--- src/rtl/mult_div_unit.sv ---
// mult_div_unit: multicycle signed MULT/DIV sequencer owning the HI/LO registers.
//   Multiply: radix-2 Booth, WIDTH iterations. Divide: restoring division on
//   magnitudes, WIDTH iterations, then sign fix-up folded into the last cycle.
// Ports:
//   clk, reset (async, active low)
//   start_mult, start_div : operation requests, sampled only in IDLE
//   a, b                  : operands, captured on the accepting edge
//   busy                  : high while iterating
//   done, div_zero        : one-cycle completion pulses (div_zero only on b==0)
//   hi, lo                : mult {hi,lo}=product; div hi=remainder, lo=quotient
module mult_div_unit #(
  parameter int WIDTH = 32
) (
  input  logic             clk,
  input  logic             reset,
  input  logic             start_mult,
  input  logic             start_div,
  input  logic [WIDTH-1:0] a,
  input  logic [WIDTH-1:0] b,
  output logic             busy,
  output logic             done,
  output logic             div_zero,
  output logic [WIDTH-1:0] hi,
  output logic [WIDTH-1:0] lo
);
  localparam int CW = $clog2(WIDTH + 1);

  typedef enum logic [1:0] {S_IDLE, S_MULT, S_DIV, S_FIN} state_e;

  state_e           state_q, state_d;
  logic [CW-1:0]    cnt_q, cnt_d;
  // acc is one bit wider than the operands so that Booth's +/-m never
  // overflows (e.g. subtracting -2^(W-1)); in divide it holds the remainder.
  logic [WIDTH:0]   acc_q, acc_d, m_q, m_d;
  logic [WIDTH-1:0] q_q, q_d, hi_q, hi_d, lo_q, lo_d;
  logic             q1_q, q1_d, qneg_q, qneg_d, rneg_q, rneg_d;
  logic             busy_q, busy_d, done_q, done_d, dz_q, dz_d;

  logic [WIDTH-1:0] abs_a, abs_b;
  logic [WIDTH:0]   bsum, b_acc, shl, d_rem;
  logic [WIDTH-1:0] b_q, d_quo, quo_fix, rem_fix;
  logic [WIDTH+1:0] diff;
  logic             fits, last;

  assign abs_a = a[WIDTH-1] ? -a : a;
  assign abs_b = b[WIDTH-1] ? -b : b;
  assign last  = (cnt_q == CW'(1));

  // Booth step: add/sub on the pair {q[0],q_1}, then arithmetic shift right.
  always_comb begin
    case ({q_q[0], q1_q})
      2'b01:   bsum = acc_q + m_q;
      2'b10:   bsum = acc_q - m_q;
      default: bsum = acc_q;
    endcase
  end
  assign b_acc = {bsum[WIDTH], bsum[WIDTH:1]};
  assign b_q   = {bsum[0], q_q[WIDTH-1:1]};

  // Restoring step: shift {rem,quo} left, keep the trial difference if >= 0.
  assign shl     = {acc_q[WIDTH-1:0], q_q[WIDTH-1]};
  assign diff    = {1'b0, shl} - {1'b0, m_q};
  assign fits    = ~diff[WIDTH+1];
  assign d_rem   = fits ? diff[WIDTH:0] : shl;
  assign d_quo   = {q_q[WIDTH-2:0], fits};
  // Quotient truncates toward zero; remainder follows the dividend's sign.
  assign quo_fix = qneg_q ? -d_quo : d_quo;
  assign rem_fix = rneg_q ? -d_rem[WIDTH-1:0] : d_rem[WIDTH-1:0];

  always_comb begin
    state_d = state_q;
    cnt_d   = cnt_q;
    acc_d   = acc_q;
    m_d     = m_q;
    q_d     = q_q;
    q1_d    = q1_q;
    qneg_d  = qneg_q;
    rneg_d  = rneg_q;
    hi_d    = hi_q;
    lo_d    = lo_q;
    busy_d  = 1'b0;
    done_d  = 1'b0;
    dz_d    = 1'b0;
    case (state_q)
      S_IDLE: begin
        if (start_mult) begin
          state_d = S_MULT;
          cnt_d   = CW'(WIDTH);
          acc_d   = '0;
          q_d     = a;
          q1_d    = 1'b0;
          m_d     = {b[WIDTH-1], b};
          busy_d  = 1'b1;
        end else if (start_div) begin
          if (b != '0) begin
            state_d = S_DIV;
            cnt_d   = CW'(WIDTH);
            acc_d   = '0;
            q_d     = abs_a;
            m_d     = {1'b0, abs_b};
            qneg_d  = a[WIDTH-1] ^ b[WIDTH-1];
            rneg_d  = a[WIDTH-1];
            busy_d  = 1'b1;
          end else begin
            // Divide by zero: finish at once, HI/LO untouched.
            state_d = S_FIN;
            done_d  = 1'b1;
            dz_d    = 1'b1;
          end
        end
      end
      S_MULT: begin
        acc_d = b_acc;
        q_d   = b_q;
        q1_d  = q_q[0];
        cnt_d = cnt_q - CW'(1);
        if (last) begin
          state_d = S_FIN;
          done_d  = 1'b1;
          hi_d    = b_acc[WIDTH-1:0];
          lo_d    = b_q;
        end else begin
          busy_d  = 1'b1;
        end
      end
      S_DIV: begin
        acc_d = d_rem;
        q_d   = d_quo;
        cnt_d = cnt_q - CW'(1);
        if (last) begin
          state_d = S_FIN;
          done_d  = 1'b1;
          hi_d    = rem_fix;
          lo_d    = quo_fix;
        end else begin
          busy_d  = 1'b1;
        end
      end
      default: state_d = S_IDLE;
    endcase
  end

  always_ff @(posedge clk or negedge reset) begin
    if (!reset) begin
      state_q <= S_IDLE;
      cnt_q   <= '0;
      acc_q   <= '0;
      m_q     <= '0;
      q_q     <= '0;
      q1_q    <= 1'b0;
      qneg_q  <= 1'b0;
      rneg_q  <= 1'b0;
      hi_q    <= '0;
      lo_q    <= '0;
      busy_q  <= 1'b0;
      done_q  <= 1'b0;
      dz_q    <= 1'b0;
    end else begin
      state_q <= state_d;
      cnt_q   <= cnt_d;
      acc_q   <= acc_d;
      m_q     <= m_d;
      q_q     <= q_d;
      q1_q    <= q1_d;
      qneg_q  <= qneg_d;
      rneg_q  <= rneg_d;
      hi_q    <= hi_d;
      lo_q    <= lo_d;
      busy_q  <= busy_d;
      done_q  <= done_d;
      dz_q    <= dz_d;
    end
  end

  assign busy     = busy_q;
  assign done     = done_q;
  assign div_zero = dz_q;
  assign hi       = hi_q;
  assign lo       = lo_q;
endmodule

--- config.mk ---
export PLATFORM = sky130hd
export DESIGN_NAME = mult_div_unit
export DESIGN_NICKNAME = d
export VERILOG_FILES = /design/src/rtl/mult_div_unit.sv
export SDC_FILE = /design/constraint.sdc
export NUM_CORES = 1
export LEC_CHECK = 0
export BUFFER_PORTS_ARGS = -buffer_cell sky130_fd_sc_hd__buf_2
export CAP_MARGIN = 20
export CORE_MARGIN = 4
export CORE_UTILIZATION = 56
export DETAILED_ROUTE_END_ITERATION = 12
export GPL_TIMING_DRIVEN = 1
export PLACE_DENSITY_LB_ADDON = 0.25
export SETUP_SLACK_MARGIN = 0.02
export SYNTH_ARGS = -nofsm -noshare
export SYNTH_HDL_FRONTEND = slang
export SYNTH_SLANG_ARGS = --single-unit
--- constraint.sdc ---
create_clock -name clk -period 4.8 [get_ports clk]
set_input_delay 0.48 -clock clk [delete_from_list [all_inputs] [get_ports clk]]
set_output_delay 0.48 -clock clk [all_outputs]
set_load 0.1 [all_outputs]
==> run summary <==
Least-Margin Pin Slew: 1.06 ns
Area growth syn-to-layout: 12.2%
multiplexer share of the synthesized area: 2.61%
CP max FO: 5
Register-to-Register Path Depth: 19
run status: complete, no violations
Skew-Pair Late Insertion Delay: 0.45 ns
Yosys warnings: 0
CP Capture Type: flop
Syn Nets: 2296
Clk pin slew, worst setup/hold paths: 0.08 ns
Gate power share: 72.7%
hpwl dp: 43300 um
gp weighted congestion: 1.03
# rows: 62
main combinational cell family by area after synthesis: compound AO/OA/AOI/OAI gates
DRC Markers: 0
post-synth top area share: 26.7%
Compound-Gate Fraction of Synth Area: 28.6%
clock network power share: 9.7%
XOR/XNOR Fraction of Synth Area: 9.83%
crit path DAT: 4.96 ns
CP delay by family, top: simple AND/OR/NAND/NOR gates
GRT overflow: 0
part of the cycle the worst path needs: 95.7%
global-route wire length before repair: 86800 um
initial cell density of the core: 57.1%
Cell Area, Synth: 0.0165 mm2
worst-path cell chain: or3_4, or4_4, nand4b_1, nor4b_2, a21oi_1, xnor2_1, ha_1, a21o_1, a21o_1, a21oi_2, o21ai_2, a21oi_2, nor2b_1, or4_1, and3_4, xnor2_4, buf_4, o211a_1, a21oi_1
pin count of the biggest net entering global routing: 93
DIE AREA: 0.0322 mm2
final slew viol count: 0
EDFF count, synth: 0
adder-cell share of the synthesized area: 6.09%
HP Class: in -> async
CTS Buf Count: 17
placed cell area: 0.0177 mm2
Clock Sinks: 176
area of all placed cells without fillers: 0.0185 mm2
# port buffers: 134
Vert. Die Dim: 180 um
Setup Crit Path Kind: reg -> reg
Post-Syn Instances: 2149
post-synthesis simple-gate area fraction: 20.6%
average size of a mapped cell: 7.67 um2
FFs w/ async S/R, synth: 100%
worst path bufs/invs: 1
Layout Skew: 0.0177 ns
PnR worst setup slack: 0.208 ns
Overall Power: 15.8 mW
# H-tree levels: 4
worst r2r dst: hi[31]
Net Sw Frac: 56.0%
PD cells: 853 mW/mm2
initial antenna violation count: 1
Max stage delay cell, worst path: or4_4
Critical Path RT: 5.17 ns
slew margin rel.: 29.1%
unique cell type count in the Yosys netlist: 99
setup violators final: 0
CTS tree: done
# IOs: 135
Max clock buf depth: 2
DRT Pass-1 Iters: 7
highest-count cells in the layout ignoring fill and taps: nand2_1, nor2_1, o21ai_0
initial DRC count: 1887
fillers: 2634
largest cells by area after synthesis: dfrtp_1, nand2_1, ha_1
DRT antenna net count: 0
fmax: 218 MHz
vias: 17174
cts hold-fix bufs: 0
ys flop type: dfrtp_1
Synth area leader: dfrtp_1
Max Cap Violations: 0
Routed WL: 55500 um
commonest non-fill, non-tap cell in the layout: nand2_1
RR Startpoint: m_q[11]
final hold vios: 0
All-Layer GR Usage: 32.9%
Seq cells post-synth: 176
sequential share of the synthesized area: 26.7%
Peak VDD IR: 485 uV
sw power: 8.83 mW
Seq pwr share: 17.6%
drt wl/cell: 21.0 um
layout cells sized above 1: 14.7%
Cell Int Power: 6.94 mW
RSZ-0062 raised after global routing: yes
Final #Nets: 2399
Startpoint Class: flop
core area: 0.0289 mm2
Reg2Reg Setup Slack: 0.21 ns
Lkg Pwr: 8.17 nW
pre-CTS setup slack: -0.0177 ns
CP max stage delay: 0.46 ns
Chip Width: 180 um
minimum clock period: 4.59 ns
vias per cell: 6.48
vias in the first global route: 15619
Clock Tree Root: clkbuf_16
## kinds of logic (layout without fill, tap and decap cells)
| logic type | after synthesis | count (layout) |
|---|---|---|
| DFF | 176 | 176 |
| adders and majority gates | 79 | 79 |
| and+or+nand+nor | 725 | 725 |
| muxes | 41 | 41 |
| other | 0 | 1 |
| xor gates and xnor gates | 185 | 185 |
| buffers and inverters | 216 | 332 |
| AOI/OAI and AO/OA | 727 | 727 |
## Yosys cell counts (all sizes together) (18+ instances only)
library cell	count
clkbuf	100
o21ai	202
nand2b	18
nand3	36
a31oi	31
nor3	47
a21o	34
o22ai	19
ha	77
or3	23
nand2	262
a221oi	25
xor2	76
nor2b	20
a211oi	28
a221o	18
a21oi	180
dfrtp	176
o31ai	42
nor2	201
inv	72
buf	43
o211ai	20
mux2i	25
nor4	29
xnor2	109
## how the worst max path moves through the flow
| stage | end | startpoint | slack (ns) | cells past startpoint |
|---|---|---|---|---|
| 3_5_place_dp | acc_q[31] | m_q[11] | -0.02 | 18 |
| 4_1_cts | hi[31] | m_q[11] | 0.05 | 19 |
| 3_3_place_gp | hi[31] | m_q[11] | 0.03 | 19 |
| 2_1_floorplan | acc_q[31] | m_q[11] | 0.15 | 19 |
| 6_report | hi[31] | m_q[11] | 0.21 | 19 |
| 5_1_grt | hi[31] | m_q[11] | -0.11 | 19 |
## final cells by class
| class | count | area (um2) | share of cell area (%) |
|---|---|---|---|
| antenna | 1 | 2.50 | 0.0135 |
| clock buffer | 17 | 425 | 2.30 |
| clock inverter | 15 | 198 | 1.07 |
| inverter | 73 | 277 | 1.50 |
| multi-input combinational | 1757 | 11300 | 61.2 |
| sequential | 176 | 4400 | 23.8 |
| tap | 384 | 480 | 2.60 |
| timing repair buffer | 227 | 1390 | 7.51 |
## worst reg2reg max path: stages (launching register included)
cell	delay, ns
dfrtp_1	0.41
or3_4	0.41
or4_4	0.46
nand4b_1	0.24
nor4b_2	0.35
a21oi_1	0.12
xnor2_1	0.15
ha_1	0.32
a21o_1	0.19
a21o_1	0.19
a21oi_2	0.15
o21ai_2	0.07
a21oi_2	0.12
nor2b_1	0.06
or4_1	0.46
and3_4	0.22
xnor2_4	0.14
buf_4	0.14
o211a_1	0.20
a21oi_1	0.12
## metrics by stage
step	hold slack [ns]	setup TNS (ns)	cells	utilization [%]
after floorplan	0.184	0	2149	-
after global placement	0.445	0	2615	61.5
after detailed placement	0.460	-0.0326	2615	61.5
after CTS	0.141	0	2647	63.7
after global routing	0.176	-0.116	2649	64.1
final	0.0941	0	2650	64.1
## timing repair
item                                   CTS  global route
endpoints found under the hold margin    0             0
buffers inserted                         0             2
resized for setup                        1            20
setup endpoints to repair                3            15
pin swaps                                0             6
## per-layer routing
| metal | wire length, um | track usage (%) | vias to the layer above |
|---|---|---|---|
| met5 | 16 | 0 | - |
| met4 | 1080 | 7.07 | 2 |
| met3 | 7080 | 8.93 | 85 |
| met2 | 22400 | 46.0 | 934 |
| met1 | 24900 | 50.7 | 8114 |
| li1 | - | - | 8039 |
## power groups by stage
| stage | registers, mW | logic, mW | clock network, mW |
|---|---|---|---|
| after detailed placement | 2.74 | 11.0 | 0 |
| after global placement | 2.72 | 10.8 | 0 |
| after CTS | 2.72 | 11.1 | 1.53 |
| after global routing | 2.83 | 12.3 | 1.60 |
| after floorplan | 2.91 | 7.54 | 0 |
| final | 2.78 | 11.5 | 1.53 |
## flip-flops by register name (all words and copies together), names as in the netlist
| name | cells |
|---|---|
| done | 1 |
| q1_q | 1 |
| hi | 32 |
| busy | 1 |
| div_zero | 1 |
| acc_q | 33 |
| rneg_q | 1 |
| lo | 32 |
| q_q | 32 |
| state_q | 2 |
| m_q | 33 |
| cnt_q | 6 |
| qneg_q | 1 |
Power figures use the tool's default switching activity.
